`src/rtl/cpu_types_pkg.sv`:
```
// -----------------------------------------------------------------------------
// cpu_types_pkg
//   Shared CPU/memory-side types.
//     word_t      : 32-bit machine word
//     ramstate_t  : status reported by the variable-latency RAM
//     arb_state_t : memory_arbiter FSM states
//     arb_owner_t : which requester currently owns the RAM port
//     arb_op_t    : latched RAM operation for the granted request
// -----------------------------------------------------------------------------
package cpu_types_pkg;

    typedef logic [31:0] word_t;

    typedef enum logic [1:0] {
        FREE   = 2'd0,
        BUSY   = 2'd1,
        ACCESS = 2'd2,
        ERROR  = 2'd3
    } ramstate_t;

    typedef enum logic [1:0] {
        ARB_IDLE  = 2'd0,
        ARB_GRANT = 2'd1,
        ARB_DONE  = 2'd2
    } arb_state_t;

    typedef enum logic {
        OWN_I = 1'b0,
        OWN_D = 1'b1
    } arb_owner_t;

    typedef enum logic {
        OP_READ  = 1'b0,
        OP_WRITE = 1'b1
    } arb_op_t;

endpackage

```
`src/rtl/memory_arbiter.sv`:
```
// -----------------------------------------------------------------------------
// memory_arbiter
//   Serialises instruction-fetch and data load/store requests onto the single
//   port of a variable-latency RAM. One request is in flight at a time; each
//   completes with a registered one-cycle DONE state in which the owner's wait
//   drops. Ties alternate between the two sides, a watchdog force-completes a
//   request the RAM never acknowledges, and a sticky fault flag records
//   timeouts and RAM errors.
//
// Parameters
//   TIMEOUT : cycles in GRANT without ACCESS before force-completion
//   BAD     : load value returned on a faulted completion
//
// Ports
//   CLK, RST           : clock (rising edge), synchronous active-high reset
//   iREN, iaddr        : instruction read request / word address
//   iwait, iload       : instruction stall / returned data
//   dREN, dWEN         : data read / write request (write wins if both)
//   daddr, dstore      : data address / store data
//   dwait, dload       : data stall / returned read data
//   ramREN, ramWEN     : RAM request strobes (never both high)
//   ramaddr, ramstore  : RAM address / write data
//   ramload, ramstate  : RAM read data / RAM status
//   fault              : sticky timeout-or-error flag
// -----------------------------------------------------------------------------
module memory_arbiter
    import cpu_types_pkg::*;
#(
    parameter int    TIMEOUT = 64,
    parameter word_t BAD     = 32'hBAD1BAD1
) (
    input  logic      CLK,
    input  logic      RST,

    input  logic      iREN,
    input  word_t     iaddr,
    output logic      iwait,
    output word_t     iload,

    input  logic      dREN,
    input  logic      dWEN,
    input  word_t     daddr,
    input  word_t     dstore,
    output logic      dwait,
    output word_t     dload,

    output logic      ramREN,
    output logic      ramWEN,
    output word_t     ramaddr,
    output word_t     ramstore,
    input  word_t     ramload,
    input  ramstate_t ramstate,

    output logic      fault
);

    localparam int             TCW     = (TIMEOUT > 1) ? $clog2(TIMEOUT) : 1;
    localparam logic [TCW-1:0] TC_LAST = TCW'(TIMEOUT - 1);

    arb_state_t     state_q,      state_d;
    arb_owner_t     owner_q,      owner_d;
    arb_owner_t     last_owner_q, last_owner_d;
    arb_op_t        op_q,         op_d;
    word_t          addr_q,       addr_d;
    word_t          store_q,      store_d;
    word_t          rdata_q,      rdata_d;
    logic [TCW-1:0] tcount_q,     tcount_d;
    logic           fault_q,      fault_d;

    logic       i_req;
    logic       d_req;
    logic       owner_req;
    arb_owner_t grant_sel;

    assign i_req     = iREN;
    assign d_req     = dREN | dWEN;
    assign owner_req = (owner_q == OWN_D) ? d_req : i_req;

    // On a tie the side that did not complete last wins, so two held
    // requesters alternate strictly.
    always_comb begin
        grant_sel = OWN_I;
        if (i_req && d_req) begin
            grant_sel = (last_owner_q == OWN_I) ? OWN_D : OWN_I;
        end else if (d_req) begin
            grant_sel = OWN_D;
        end
    end

    always_comb begin
        state_d      = state_q;
        owner_d      = owner_q;
        last_owner_d = last_owner_q;
        op_d         = op_q;
        addr_d       = addr_q;
        store_d      = store_q;
        rdata_d      = rdata_q;
        tcount_d     = tcount_q;
        fault_d      = fault_q;

        case (state_q)
            ARB_IDLE: begin
                if (i_req || d_req) begin
                    owner_d  = grant_sel;
                    tcount_d = '0;
                    state_d  = ARB_GRANT;
                    if (grant_sel == OWN_D) begin
                        op_d    = dWEN ? OP_WRITE : OP_READ;
                        addr_d  = daddr;
                        store_d = dstore;
                    end else begin
                        op_d    = OP_READ;
                        addr_d  = iaddr;
                        store_d = '0;
                    end
                end
            end

            ARB_GRANT: begin
                // A withdrawn request is dropped silently; no completion and
                // the fairness history is left untouched.
                if (!owner_req) begin
                    state_d = ARB_IDLE;
                end else if (ramstate == ACCESS) begin
                    rdata_d = ramload;
                    state_d = ARB_DONE;
                end else if (ramstate == ERROR || tcount_q == TC_LAST) begin
                    fault_d = 1'b1;
                    rdata_d = BAD;
                    state_d = ARB_DONE;
                end else begin
                    tcount_d = tcount_q + TCW'(1);
                end
            end

            ARB_DONE: begin
                last_owner_d = owner_q;
                state_d      = ARB_IDLE;
            end

            default: begin
                state_d = ARB_IDLE;
            end
        endcase
    end

    always_ff @(posedge CLK) begin
        if (RST) begin
            state_q      <= ARB_IDLE;
            owner_q      <= OWN_I;
            last_owner_q <= OWN_I;
            rdata_q      <= '0;
            tcount_q     <= '0;
            fault_q      <= 1'b0;
        end else begin
            state_q      <= state_d;
            owner_q      <= owner_d;
            last_owner_q <= last_owner_d;
            rdata_q      <= rdata_d;
            tcount_q     <= tcount_d;
            fault_q      <= fault_d;
        end
    end

    // Request fields are only consumed in GRANT, which is always entered
    // through IDLE where they are loaded, so they need no reset.
    always_ff @(posedge CLK) begin
        op_q    <= op_d;
        addr_q  <= addr_d;
        store_q <= store_d;
    end

    // RAM is driven only from latched fields in GRANT; strobes drop in DONE
    // and IDLE so the RAM restarts its latency count for every request.
    always_comb begin
        ramREN   = 1'b0;
        ramWEN   = 1'b0;
        ramaddr  = '0;
        ramstore = '0;
        if (state_q == ARB_GRANT) begin
            ramREN   = (op_q == OP_READ);
            ramWEN   = (op_q == OP_WRITE);
            ramaddr  = addr_q;
            ramstore = store_q;
        end
    end

    assign iwait = iREN & ~((state_q == ARB_DONE) && (owner_q == OWN_I));
    assign dwait = d_req & ~((state_q == ARB_DONE) && (owner_q == OWN_D));
    assign iload = rdata_q;
    assign dload = rdata_q;
    assign fault = fault_q;

endmodule

```
`config.mk`:
```
export PLATFORM = sky130hd
export DESIGN_NAME = memory_arbiter
export DESIGN_NICKNAME = d
export VERILOG_FILES = /design/src/rtl/cpu_types_pkg.sv /design/src/rtl/memory_arbiter.sv
export SDC_FILE = /design/constraint.sdc
export NUM_CORES = 1
export LEC_CHECK = 0
export ABC_AREA = 1
export CAP_MARGIN = 40
export CORE_MARGIN = 8
export CORE_UTILIZATION = 41
export CTS_CLUSTER_DIAMETER = 40
export DETAILED_ROUTE_END_ITERATION = 8
export GPL_ROUTABILITY_DRIVEN = 0
export PLACE_DENSITY = 0.82
export SLEW_MARGIN = 30
export SYNTH_ARGS = -nofsm -noshare
export SYNTH_HDL_FRONTEND = slang
export SYNTH_SLANG_ARGS = --single-unit
```
`constraint.sdc`:
```
create_clock -name CLK -period 3.31 [get_ports CLK]
set_clock_uncertainty 0.05 [all_clocks]
set_input_delay 0.8275 -clock CLK [delete_from_list [all_inputs] [get_ports CLK]]
set_output_delay 0.8275 -clock CLK [all_outputs]
set_load 0.01 [all_outputs]
```
==> impl_metrics.json <==
{
  "status": "completed",
  "synth_edf_count": 65,
  "die_y_um": 130,
  "final_common_cell": "clkdlybuf4s50_1",
  "ctsLongestPathBuffers": 2,
  "netlist_area_mm2": 0.00534,
  "root_buffer": "clkbuf_16",
  "pwr_density_cell_mw_per_mm2": 444,
  "r2r_end": "dload[28]",
  "ir_worst_vdd_mv": 0.232,
  "synth_flop_cell": "edfxtp_1",
  "path_cells": "clkdlybuf4s50_1 > inv_1 > nand2_1 > nand2_1 > inv_1 > clkdlybuf4s50_1",
  "synthArstFlopShare": 0,
  "die_area_mm2": 0.0169,
  "finalHoldViolations": 0,
  "clk_pin_slew_ns": 0.07,
  "die_w_um": 130,
  "io_buffers": 267,
  "ctsHoldBuffers": 0,
  "setup_viol": 0,
  "ys_top_cells_by_area": "edfxtp_1 37%, dfxtp_1 16%, nand2_1 12%",
  "critical_path_arrival_ns": 2.28,
  "cts-resized-gates": 0,
  "fin_area_mm2": 0.00823,
  "synth_top_area_cell": "edfxtp_1",
  "htreeDepth": 3,
  "grt_use_total": 0.194,
  "row_count": 41,
  "drtPass1Iterations": 4,
  "crit_type": "in2out",
  "antenna_cells": 0,
  "utilization": 0.650,
  "initial_core_util": 0.422,
  "grt_pass1_vias": 5086,
  "p_total_mw": 3.66,
  "rsz0062_at_grt": "no",
  "drv_slew": 0,
  "synth-seq-cells": 108,
  "gr-total-overflow": 0,
  "vias_per_cell": 4.51,
  "slowest_delay_ns": 0.59,
  "r2r-start": "state_q[1]",
  "max_freq_mhz": 317,
  "dp_hpwl_mm": 13.0,
  "min_period_ns": 3.15,
  "syn2layout_area_growth_pct": 54.1,
  "worstPathMaxFanout": 3,
  "min_to": "last_owner_q",
  "cp_slowest_cell": "clkdlybuf4s50_1",
  "ys_seq_area_frac": 0.527,
  "r2r_cells": 7,
  "cp-end-kind": "primary output",
  "wl_per_cell_um": 15.5,
  "layout-drive-gt1-share": 0.0508,
  "grt_antenna_before_repair": 0,
  "synth_top_area_frac": 0.365,
  "hold_start": "last_owner_q",
  "avgSynthCellArea_um2": 7.67,
  "design.core.area_mm2": 0.0127,
  "yosys_warnings": 0,
  "cts_tree": "yes",
  "hold_path_class": "reg2reg",
  "ys_types": 23,
  "ff2ff_setup_slack_ns": 1.27,
  "grt_pass1_wl_mm": 25.6,
  "min_path_cells": 2,
  "place_area_mm2": 0.00795,
  "final_cell_mix": "267 x clkdlybuf4s50_1, 169 x nand2_1, 141 x nor2_1",
  "cp.required_ns": 2.43,
  "max-cap-violations": 0,
  "synth_cells": 696,
  "finalSetupTns_ns": 0,
  "ant_nets": 0,
  "power.leakage_nw": 3.80,
  "pin_count": 268,
  "cts_setup_buffers": 0,
  "whs_ns": 0.417,
  "drc": 0,
  "slew_headroom": 0.669,
  "clk_latency_ns": 0.34,
  "wl_mm": 17.0,
  "synth_nets": 832,
  "vias": 4955,
  "post-route-period-util": 0.953,
  "grt_max_degree": 47,
  "clock-sinks": 108,
  "numCtsBuffers": 9,
  "worst_pin_slew_ns": 0.497,
  "critPathLaunchType": "input pin",
  "final_nets": 1057,
  "drt_iter0_drc": 298
}
[cells by family after synthesis]
family,Yosys count,share of synthesized area
AOI/OAI and AO/OA,27,0.0253
and+or+nand+nor,364,0.278
adders and majority gates,1,0.00234
DFF,108,0.527
buffers and inverters,196,0.168
[cells in the mapped netlist (6+ instances only)]
library cell and count:
a21oi_1 6, buf_1 6, buf_2 18, buf_4 33, dfxtp_1 43, edfxtp_1 65
inv_1 131, nand2_1 170, nand3_1 34, nor2_1 141, o21ai_0 21, or2_2 11
[per-layer routing]
metal | vias up | wire, um | global-route usage
li1 | 2478 | - | -
met1 | 2234 | 6870 | 0.212
met2 | 222 | 7820 | 0.329
met3 | 21 | 1950 | 0.0775
met4 | 0 | 351 | 0.0765
met5 | - | 0 | 0
[flip-flops by register name (all words and copies together) (netlist names)]
register and flops:
owner_q 1, tcount_q 6, op_q 1, addr_q 32, fault 1, state_q 2
dload 32, last_owner_q 1, store_q 32
[how the worst max path moves through the flow]
| stage | depth (start not counted) | slack (ns) | end | start |
|---|---|---|---|---|
| floorplan | 4 | 0.50 | addr_q[0] | dWEN |
| global placement | 6 | 0.16 | dwait | dWEN |
| detailed placement | 6 | 0.12 | dwait | dWEN |
| CTS | 6 | 0.12 | dwait | dWEN |
| global route | 6 | 0.06 | dwait | dWEN |
| finish | 6 | 0.16 | dwait | dWEN |
[worst max-delay path: cells and delay by family]
family	cells	cell delay, ns
buf+inv	4	1.19
simple gates	2	0.25
[through the flow]
stage | setup WS (ns) | instances
6_report | 0.157 | 1098
5_1_grt | 0.0561 | 1098
4_1_cts | 0.125 | 1098
3_5_place_dp | 0.121 | 1082
3_3_place_gp | 0.159 | 1082
2_1_floorplan | 0.501 | 696
[where the power goes]
group	switching (mW)	internal, mW
registers	0.0588	1.61
clock network	0.494	0.558
logic	0.456	0.477
[final cells by class]
class	count	area, um2
sequential	108	2810
clock buffer	11	254
timing repair buffer	277	2790
tap	172	215
inverter	133	499
multi-input combinational	392	1630
fill	1054	4440
clock inverter	5	32.5
Power figures use the tool's default switching activity.
